==> src/rtl/pmod_debounce_pkg.sv <==
// pmod_defs: shared constants and types for the PMOD input-conditioning block.
//   CLK_HZ        system clock frequency
//   DEBOUNCE_10MS stability window of 10 ms, in clock cycles at CLK_HZ
//   PMOD_WIDTH    number of PMOD switch bits conditioned
//   ch_state_e    per-channel debounce state (IDLE: counter at 0, PENDING: counting)
package pmod_defs;

    localparam int CLK_HZ        = 12_000_000;
    localparam int DEBOUNCE_10MS = 120000;
    localparam int PMOD_WIDTH    = 3;

    typedef enum logic {
        CH_IDLE    = 1'b0,
        CH_PENDING = 1'b1
    } ch_state_e;

endpackage

==> src/rtl/pmod_debounce_channel.sv <==
// debounce_channel: one PMOD bit. Two-flop synchroniser, stability counter,
// registered clean level and one-cycle rise/fall pulses.
//   clk    system clock
//   rst_n  asynchronous active-low reset
//   pmod   raw asynchronous pin
//   clean  debounced level
//   rise   one-cycle pulse on clean 0->1
//   fall   one-cycle pulse on clean 1->0
module debounce_channel
    import pmod_defs::*;
#(
    parameter int DEBOUNCE_CYCLES = DEBOUNCE_10MS,
    parameter int CNT_W           = $clog2(DEBOUNCE_CYCLES + 1)
) (
    input  logic clk,
    input  logic rst_n,
    input  logic pmod,
    output logic clean,
    output logic rise,
    output logic fall
);

    localparam logic [CNT_W-1:0] LAST = CNT_W'(DEBOUNCE_CYCLES - 1);

    logic             r_s1, r_s2;
    logic [CNT_W-1:0] r_cnt;
    logic             r_clean, r_rise, r_fall;

    ch_state_e        w_state;
    logic [CNT_W-1:0] w_cnt_nxt;
    logic             w_clean_nxt;

    // The counter value itself is the state: zero means nothing pending.
    assign w_state = (r_cnt == '0) ? CH_IDLE : CH_PENDING;

    always_comb begin
        w_cnt_nxt   = r_cnt;
        w_clean_nxt = r_clean;
        case (w_state)
            CH_IDLE: begin
                if (r_s2 != r_clean) begin
                    if (DEBOUNCE_CYCLES == 1) w_clean_nxt = r_s2;
                    else                      w_cnt_nxt   = CNT_W'(1);
                end
            end
            CH_PENDING: begin
                if (r_s2 == r_clean) begin
                    // Pin went back before the window closed: drop the attempt.
                    w_cnt_nxt = '0;
                end else if (r_cnt == LAST) begin
                    w_clean_nxt = r_s2;
                    w_cnt_nxt   = '0;
                end else begin
                    w_cnt_nxt = r_cnt + CNT_W'(1);
                end
            end
            default: w_cnt_nxt = '0;
        endcase
    end

    always_ff @(posedge clk or negedge rst_n) begin
        if (!rst_n) begin
            r_s1    <= 1'b0;
            r_s2    <= 1'b0;
            r_cnt   <= '0;
            r_clean <= 1'b0;
            r_rise  <= 1'b0;
            r_fall  <= 1'b0;
        end else begin
            r_s1    <= pmod;
            r_s2    <= r_s1;
            r_cnt   <= w_cnt_nxt;
            r_clean <= w_clean_nxt;
            r_rise  <= w_clean_nxt & ~r_clean;
            r_fall  <= ~w_clean_nxt & r_clean;
        end
    end

    assign clean = r_clean;
    assign rise  = r_rise;
    assign fall  = r_fall;

endmodule

==> src/rtl/pmod_debounce.sv <==
// pmod_debounce: synchronises and debounces WIDTH PMOD switch pins.
// Every bit is an independent debounce_channel with identical latency.
//   clk    system clock (12 MHz)
//   rst_n  asynchronous active-low reset
//   pmod   raw asynchronous switch inputs [WIDTH]
//   clean  debounced levels [WIDTH], flop outputs, safe for combinational use
//   rise   one-cycle pulses on clean 0->1 [WIDTH]
//   fall   one-cycle pulses on clean 1->0 [WIDTH]
module pmod_debounce
    import pmod_defs::*;
#(
    parameter int WIDTH           = PMOD_WIDTH,
    parameter int DEBOUNCE_CYCLES = DEBOUNCE_10MS,
    parameter int CNT_W           = $clog2(DEBOUNCE_CYCLES + 1)
) (
    input  logic             clk,
    input  logic             rst_n,
    input  logic [WIDTH-1:0] pmod,
    output logic [WIDTH-1:0] clean,
    output logic [WIDTH-1:0] rise,
    output logic [WIDTH-1:0] fall
);

    for (genvar i = 0; i < WIDTH; i++) begin : g_ch
        debounce_channel #(
            .DEBOUNCE_CYCLES (DEBOUNCE_CYCLES),
            .CNT_W           (CNT_W)
        ) u_ch (
            .clk   (clk),
            .rst_n (rst_n),
            .pmod  (pmod[i]),
            .clean (clean[i]),
            .rise  (rise[i]),
            .fall  (fall[i])
        );
    end

endmodule

==> config.mk <==
export PLATFORM = sky130hd
export DESIGN_NAME = pmod_debounce
export DESIGN_NICKNAME = d
export VERILOG_FILES = /design/src/rtl/pmod_debounce_pkg.sv /design/src/rtl/pmod_debounce_channel.sv /design/src/rtl/pmod_debounce.sv
export SDC_FILE = /design/constraint.sdc
export NUM_CORES = 1
export LEC_CHECK = 0
export CAP_MARGIN = 20
export CORE_ASPECT_RATIO = 0.9
export CORE_MARGIN = 2
export CORE_UTILIZATION = 26
export DETAILED_ROUTE_END_ITERATION = 10
export HOLD_SLACK_MARGIN = 0.05
export PLACE_DENSITY = 0.44
export SYNTH_ARGS = -nofsm -noshare
export SYNTH_HDL_FRONTEND = slang
export SYNTH_SLANG_ARGS = --single-unit
==> constraint.sdc <==
create_clock -name clk -period 4.15 [get_ports clk]
set_input_delay 0.83 -clock clk [delete_from_list [all_inputs] [get_ports clk]]
set_output_delay 0.83 -clock clk [all_outputs]
set_load 0.05 [all_outputs]
## After elaboration in Yosys (flattened, before gate mapping)

Index checks and enable logic that the tools add are counted.

- Output and inout port bits: 9
- Word-level logic and storage cells: 72
- Input port bits: 5
- Flip-flop bits (word level): 66

- Bitwise gates (word level): 12
- Mux-type cells: 24
- Eq/ne operators: 12
- Add/subtract/negate cells: 3
- Reductions and logical operators: 3

Operators with widths:

| operator | count |
|---|---|
| 2-to-1 mux 17 bit | 9 |
| one-hot mux 17 bit (2 select lines) | 3 |
| adder 17 x 1 -> 17 bit (second input constant) | 3 |
| == test 17 bit (second input constant) | 3 |
| logical NOT 17 bit | 3 |
| 2-to-1 mux 1 bit | 12 |
| AND 1 bit | 6 |
| inequality test 2 bit (second input constant) | 3 |
| inverter 1 bit | 6 |
| == test 1 bit | 3 |
| inequality test 1 bit | 3 |

## Logic depth before layout (Yosys ltp)

Gate-level depths: netlist of the first run.

- Depth after elaboration: 6
- Depth in mapped cells: 8
- Gate-level depth less buffers: 7

## By module

A second synthesis of the first run with hierarchy kept.

- Cells, all modules: 324
- Area, all modules: 3254.4 µm²

Modules (own cells, without submodules):

| module | cells each | seq. area each (µm²) | times used | area each (µm²) |
|---|---|---|---|---|
| debounce_channel | 108 | 550.5 | 3 | 1084.8 |

## Worst setup path before layout of the first run

Ideal clock, no wire load.

- Path type: reg-to-reg
- From: register g_ch[2].u_ch.r_cnt[0]
- To: register g_ch[2].u_ch.r_cnt[13]
- Library setup time: 0.071 ns
- Clock period less this slack: 1.717 ns
- Required time: 4.079 ns
- Path buffers: 1
- Arrival: 1.646 ns
- Setup slack: 2.433 ns
- Stages on the path, launching flop included: 9
- Path through: dfrtp_1 -> inv_1 -> ha_1 -> nor4b_1 -> and4_1 -> or2_2 -> nand2b_1 -> buf_2 -> nor2_1

- Cells in the longest elaborated chain, start to end: 4
- Elaborated cells on any way between the ends: 8
- Classes of those cells: add/sub: 1; eq/ne: 2; mux: 4; reduce/logical: 1

Ends and longest elaborated chain:

| what | line | RTL |
|---|---|---|
| start, declared | pmod_debounce_channel.sv:26 | `logic [CNT_W-1:0] r_cnt;` |
| start signal, assigned | pmod_debounce_channel.sv:72 | `r_cnt <= w_cnt_nxt;` |
| adder 17 x 1 -> 17 bit or == test 17 bit (tied branches) | pmod_debounce_channel.sv:54, pmod_debounce_channel.sv:50 |  |
| 2-to-1 mux 17 bit | pmod_debounce_channel.sv:50 | `end else if (r_cnt == LAST) begin` |
| 2-to-1 mux 17 bit | pmod_debounce_channel.sv:47 | `if (r_s2 == r_clean) begin` |
| one-hot mux 17 bit (2 select lines) | pmod_debounce_channel.sv:39 | `case (w_state)` |

Parallel ways exist; a longest one is shown, timed or not.
A chain may end at the register's enable or synchronous reset.

## Worst setup path after layout of the first run

- From: register g_ch[0].u_ch.r_clean
- To: output port clean[0]

RTL lines:

| what | line | RTL |
|---|---|---|
| start, declared | pmod_debounce_channel.sv:27 | `logic r_clean, r_rise, r_fall;` |
| start signal, assigned | pmod_debounce_channel.sv:73 | `r_clean <= w_clean_nxt;` |
| end, declared | pmod_debounce.sv:19 | `output logic [WIDTH-1:0] clean,` |

No word-level cell between the ends.

==> run_results.csv, run 1 <==
group,metric,value,unit
run_status,status,"finished clean",
cts,post_cts_buffers,0,
cts,clk_pin_slew,60,ps
logic_synthesis,synth_cell_types,32,
global_routing,grtUsageMet3,0.0451,
setup_path,r2r_setup_slack,2100,ps
logic_synthesis,syn_avg_cell_area,9.91,sq um
detailed_routing,wl_per_cell,12.1,microns
final_layout,n_fill_cell,1255,
global_routing,grt_max_degree,46,
global_routing,grt_pass1_vias,2201,
setup_path,slowest_stage,"clkdlybuf4s50_1",
global_routing,antenna_found_initial,0,
logic_synthesis,yosysMostFrequentCell,"dfrtp_1",
final_layout,syn2layout_area_growth,17.8,%
floorplan,dieArea,0.0134,sq mm
logic_synthesis,synthCells,327,
timing,holdWs,316,ps
setup_path,crit_family,"buffers and inverters",
floorplan,die_w,122,microns
logic_synthesis,synth.area.top_cells,"dfrtp_1 (51%), nor2_1 (7.3%), xor2_1 (7.0%)",
logic_synthesis,synthesis.area,0.00324,sq mm
cts,cts_resized,0,
timing,clock_skew,8.93,ps
cts,cts_tree,"done",
global_routing,grt_util_met1,0.134,
logic_synthesis,synth_top_area_cell,"dfrtp_1",
setup_path,end_kind,"output port",
timing,worstMarginPinSlew,609,ps
cts,cts-htree-levels,3,
cts,clockBufferDepth,2,
setup_path,path_cells,"clkdlybuf4s50_1",
floorplan,die_h,110,microns
detailed_routing,vias,2257,
pwr,power_density,458,mW/mm^2
global_routing,grt_pass1_wl,10800,microns
setup_path,worstPathRequired,3320,ps
detailed_routing,viasPerCell,4.47,
timing,rsz0062_at_grt,"no",
global_routing,track_usage,0.105,
floorplan,fp-row-count,38,
pwr,pwr-share-seq,0.408,
setup_path,cp_slowest_stage_delay,840,ps
timing,hold_viol,0,
placement,hpwl,4090,microns
pwr,p_int,1.29,mW
detailed_routing,ant_nets,0,
pwr,ir_drop,0.000165,V
pwr,p_leak,1.55,nW
final_layout,layout-drive-gt1-share,0.0841,
placement,io_buffer_count,13,
setup_path,start_kind,"flop",
logic_synthesis,ys_warn_count,0,
floorplan,io_pins,14,
cts,cts_made_buffers,9,
logic_synthesis,yosysTopAreaCellShare,0.510,
detailed_routing,drt_iter0_markers,156,
logic_synthesis,postSynthNetCount,338,
final_layout,fin_util,0.315,
flow_run,drv_cap,0,
pwr,p_sw_frac,0.265,
final_layout,insertedDiodeCount,0,
hold_path,hold_class,"input port to async pin",
detailed_routing,postRouteWirelength,6120,microns
logic_synthesis,ys_ff_latch,66,
timing,min_period,2440,ps
floorplan,initial_core_util,0.267,
cts,clockRootBuffer,"clkbuf_16",
cts,cts_sinks,66,
floorplan,core-area,0.0121,sq mm
placement,place.gp.congestion,0.807,
timing,post-route-period-util,0.587,
final_layout,final_nets,351,
pwr,combPwrFrac,0.126,
setup_path,path_buf_inv,1,
setup_path,worstReg2RegStart,"g_ch[2].u_ch.r_cnt[0]$_DFFE_PN0P_",
timing,slew_violations,0,
global_routing,overflow,0,
setup_path,setup.worst_path.start,"g_ch[0].u_ch.clean$_DFF_PN0_",
placement,post_dp_cell_area,0.00348,sq mm
global_routing,gr-max-usage-layer,"met2",
timing,setup_viol,0,
final_layout,stdcell_count,505,
cts,hold_buffers,0,
logic_synthesis,synth_edf_count,0,
detailed_routing,firstDrtPassIters,4,
placement,dp.cells,488,
setup_path,timing_worst_setup_path_type,"flop to output port",
global_routing,met2_usage,0.158,
timing,slew_headroom,0.590,
pwr,p_clk_frac,0.466,
setup_path,cp_max_fo,6,
final_layout,final_area,0.00382,sq mm
cts,clk_latency,340,ps
detailed_routing,drc_errors,0,
logic_synthesis,synthTopCellsByCount,"dfrtp_1 (66), nor2_1 (63), nand2_1 (30), xor2_1 (26), xnor2_1 (22)",
logic_synthesis,seq_area_frac_synth,0.510,
timing,tns,0,ps
logic_synthesis,synth-main-ff-cell,"dfrtp_1",
setup_path,arrival,1610,ps
timing,max_freq,0.411,GHz
logic_synthesis,postSynth.asyncResetShare,1.00,
pwr,power_switching,0.464,mW
-- registers in the layout, indices dropped and copies added, names as in the netlist --
| register | count |
|---|---|
| g_ch.u_ch.r_cnt | 51 |
| g_ch.u_ch.clean | 3 |
| g_ch.u_ch.fall | 3 |
| g_ch.u_ch.r_s1 | 3 |
| g_ch.u_ch.r_s2 | 3 |
| g_ch.u_ch.rise | 3 |
-- metal layers --
layer  wire length, microns  share of wire  up-vias
met5                      0              0        -
met4                     79          0.013        0
met3                    232          0.038        5
met2                   2690           0.44       26
met1                   3120           0.51     1104
li1                       -              -     1122
-- through the flow --
stage               setup slack, ps  power [mW]
floorplan                      2430       0.888
global placement               2080       0.947
detailed placement             2060       0.949
CTS                            1700        1.78
global route                   1650        1.86
finish                         1710        1.75
-- kinds of logic after synthesis --
logic type,Yosys count,synth area share
AND/OR/NAND/NOR,177,0.278
buffers and inverters,22,0.0394
XOR/XNOR,48,0.130
multiplexers,3,0.0116
AO/OA/AOI/OAI,5,0.00811
flip-flops,66,0.510
adder cells (fa/ha/maj),6,0.0232
-- layout by cell type (no fill, tap or decap), types with 7 or more instances in the layout --
| cell type | synthesis | routed |
|---|---|---|
| and3_1 | 7 | 7 |
| clkbuf_16 | 0 | 9 |
| clkdlybuf4s50_1 | 0 | 12 |
| dfrtp_1 | 66 | 66 |
| inv_1 | 9 | 9 |
| nand2_1 | 30 | 30 |
| nand3_1 | 21 | 21 |
| nand4_1 | 14 | 14 |
| nor2_1 | 63 | 63 |
| nor3_1 | 7 | 7 |
| nor4_1 | 10 | 10 |
| xnor2_1 | 22 | 22 |
| xor2_1 | 26 | 26 |
-- power groups by stage --
stage | sequential [mW] | clock (mW) | combinational [mW]
2_1_floorplan | 0.716 | 0 | 0.172
3_3_place_gp | 0.725 | 0 | 0.221
3_5_place_dp | 0.726 | 0 | 0.223
4_1_cts | 0.715 | 0.843 | 0.225
5_1_grt | 0.722 | 0.875 | 0.260
6_report | 0.715 | 0.814 | 0.220
-- final cells by class --
cell class / count / area (sq um) / area share
Multi-Input combinational cell: 239 / 1460 / 0.382
Tap cell: 160 / 200 / 0.0524
Clock buffer: 9 / 225 / 0.0590
Sequential cell: 66 / 1650 / 0.433
Timing Repair Buffer: 15 / 153 / 0.0400
Inverter: 9 / 33.8 / 0.00885
Clock inverter: 7 / 93.8 / 0.0246
-- worst paths after layout --
| path | cells after the start | end |
|---|---|---|
| worst max-delay path | 1 | clean[0] |
| worst min-delay path | 1 | g_ch[2].u_ch.r_s1$_DFF_PN0_ |
| worst max register to register | 7 | g_ch[2].u_ch.r_cnt[1]$_DFFE_PN0P_ |
| worst min register to register | 0 | g_ch[1].u_ch.r_s2$_DFF_PN0_ |
| max in group asynchronous | 3 | g_ch[0].u_ch.r_cnt[5]$_DFFE_PN0P_ |
| min in group clk | 0 | g_ch[1].u_ch.r_s2$_DFF_PN0_ |
(Power assumes the default switching activity.)
==> run 2: changes to the inputs <==
Clock period 4.15 ns to 2.5 ns, I/O delays scaled along.
==> run 2 against run 1 <==
- design area down 0.95%
- register-to-register slack worse by 1600 ps
- clock power up 52%
- worst hold slack worse by 180 ps
- core utilization down 0.30 points
- clock skew down 1.1 ps
- cell count unchanged
- global-route usage up 0.17 points
- count of clock-buffer cells in the layout unchanged
- largest power group unchanged
- highest routed layer unchanged
==> run_results.csv, run 2 (same netlist as run 1, synthesis figures left out) <==
group,metric,value,unit
final_layout,syn2layout_area_growth,16.7,%
final_layout,layout-drive-gt1-share,0.0841,
final_layout,insertedDiodeCount,0,
placement,post_dp_cell_area,0.00349,sq mm
final_layout,fin_util,0.312,
timing,setup_viol,0,
pwr,p_leak,1.53,nW
setup_path,timing_worst_setup_path_type,"flop to output port",
placement,hpwl,4120,microns
final_layout,largest-register,"g_ch.u_ch.r_cnt",
setup_path,rr_endpoint,"g_ch[2].u_ch.r_cnt[1]$_DFFE_PN0P_",
setup_path,cp_slowest_stage_delay,840,ps
setup_path,worstPathRequired,2000,ps
cts,clockRootBuffer,"clkbuf_16",
detailed_routing,firstDrtPassIters,4,
placement,place.gp.congestion,0.747,
cts,cts-htree-levels,3,
global_routing,grt_max_degree,24,
pwr,pwr-share-seq,0.426,
final_layout,stdcell_count,505,
global_routing,overflow,0,
timing,worstMarginPinSlew,627,ps
cts,cts_made_buffers,9,
cts,clk_pin_slew,60,ps
detailed_routing,drt_iter0_markers,88,
timing,min_period,2120,ps
global_routing,antenna_found_initial,0,
setup_path,start_kind,"flop",
final_layout,final_nets,351,
floorplan,initial_core_util,0.267,
timing,rsz0062_at_grt,"no",
setup_path,cp_max_fo,6,
cts,hold_buffers,0,
setup_path,worstReg2RegStart,"g_ch[2].u_ch.r_cnt[0]$_DFFE_PN0P_",
final_layout,largest_reg_flops,51,
final_layout,layout_commonest_cell,"dfrtp_1",
pwr,total_power,2.79,mW
detailed_routing,drc_errors,0,
final_layout,multiInputGateArea,0.00146,sq mm
timing,hold_viol,0,
detailed_routing,postRouteWirelength,6020,microns
timing,post-route-period-util,0.849,
detailed_routing,vias,2226,
timing,clock_skew,7.82,ps
pwr,power_switching,0.759,mW
final_layout,final_area,0.00378,sq mm
hold_path,hold_class,"input port to async pin",
global_routing,grt_pass1_wl,11000,microns
floorplan,io_pins,14,
floorplan,dieArea,0.0134,sq mm
floorplan,core-area,0.0121,sq mm
detailed_routing,ant_nets,0,
run_status,status,"finished clean",
pwr,p_clk_frac,0.445,
placement,io_buffer_count,13,
floorplan,fp-row-count,38,
cts,cts_sinks,66,
final_layout,register_area,0.00165,sq mm
setup_path,arrival,1620,ps
timing,tns,0,ps
setup_path,path_cells,"clkdlybuf4s50_1",
setup_path,slowest_stage,"clkdlybuf4s50_1",
setup_path,path_buf_inv,1,
pwr,power_density,737,mW/mm^2
placement,dp.cells,489,
cts,cts_resized,0,
global_routing,track_usage,0.106,
cts,post_cts_buffers,0,
pwr,p_sw_frac,0.272,
timing,slew_headroom,0.578,
pwr,p_int,2.03,mW
cts,cts_tree,"done",
pwr,ir_drop,0.000357,V
cts,clockBufferDepth,2,
floorplan,die_h,110,microns
setup_path,end_kind,"output port",
flow_run,drv_cap,0,
timing,slew_violations,0,
final_layout,n_fill_cell,1260,
setup_path,reg2reg_depth,7,
final_layout,layout_common_cells,"dfrtp_1 (66), nor2_1 (63), nand2_1 (30), xor2_1 (26), xnor2_1 (22)",
floorplan,die_w,122,microns
cts,clk_latency,330,ps
global_routing,grt_pass1_vias,2198,
detailed_routing,wl_per_cell,11.9,microns
setup_path,crit_family,"buffers and inverters",
detailed_routing,viasPerCell,4.41,
pwr,combPwrFrac,0.130,
setup_path,r2r_setup_slack,510,ps
timing,max_freq,0.471,GHz
[run 2: cell count changes in the layout (fill, tap and decap cells not counted)]
cell / before / now
clkinv_4: 1 / 0
buf_12: 1 / 0
clkinvlp_4: 2 / 4
bufinv_16: 2 / 1
buf_4: 1 / 2
[run 2: layout make-up]
| cell class | instances | share of cell area |
|---|---|---|
| clock buffers | 9 | 0.0596 |
| clock inverters | 7 | 0.0185 |
| inverters | 9 | 0.00893 |
| multi-input cells | 239 | 0.386 |
| flip-flops and latches | 66 | 0.437 |
| well taps | 160 | 0.0529 |
| repair buffers | 15 | 0.0371 |
[run 2: per-layer routing]
metal / track usage / routed length [microns] / up-vias
li1: - / - / 1128
met1: 0.147 / 3140 / 1064
met2: 0.153 / 2600 / 27
met3: 0.0348 / 197 / 7
met4: 0.0419 / 85 / 0
met5: 0 / 0 / -
[run 2: worst max-delay path by stage]
stage               cells after the start                         startpoint                                 end
finish                                  1       g_ch[0].u_ch.clean$_DFF_PN0_                            clean[0]
CTS                                     1       g_ch[0].u_ch.clean$_DFF_PN0_                            clean[0]
global route                            7  g_ch[2].u_ch.r_cnt[0]$_DFFE_PN0P_   g_ch[2].u_ch.r_cnt[1]$_DFFE_PN0P_
global placement                        7  g_ch[2].u_ch.r_cnt[0]$_DFFE_PN0P_   g_ch[2].u_ch.r_cnt[1]$_DFFE_PN0P_
floorplan                               8  g_ch[2].u_ch.r_cnt[0]$_DFFE_PN0P_  g_ch[2].u_ch.r_cnt[13]$_DFFE_PN0P_
detailed placement                      7  g_ch[2].u_ch.r_cnt[0]$_DFFE_PN0P_   g_ch[2].u_ch.r_cnt[1]$_DFFE_PN0P_
[run 2: power by group through the flow]
stage	clock (mW)	combinational [mW]	sequential (mW)
after global placement	0	0.370	1.20
after CTS	1.29	0.371	1.19
after detailed placement	0	0.370	1.20
after floorplan	0	0.286	1.19
after global routing	1.33	0.429	1.20
final	1.24	0.361	1.19
[run 2: per-stage QoR]
stage | setup slack [ps] | hold WS (ps)
final | 376 | 138
after global routing | 272 | 199
after CTS | 345 | 155
after detailed placement | 466 | 336
after global placement | 528 | 336
after floorplan | 783 | 204
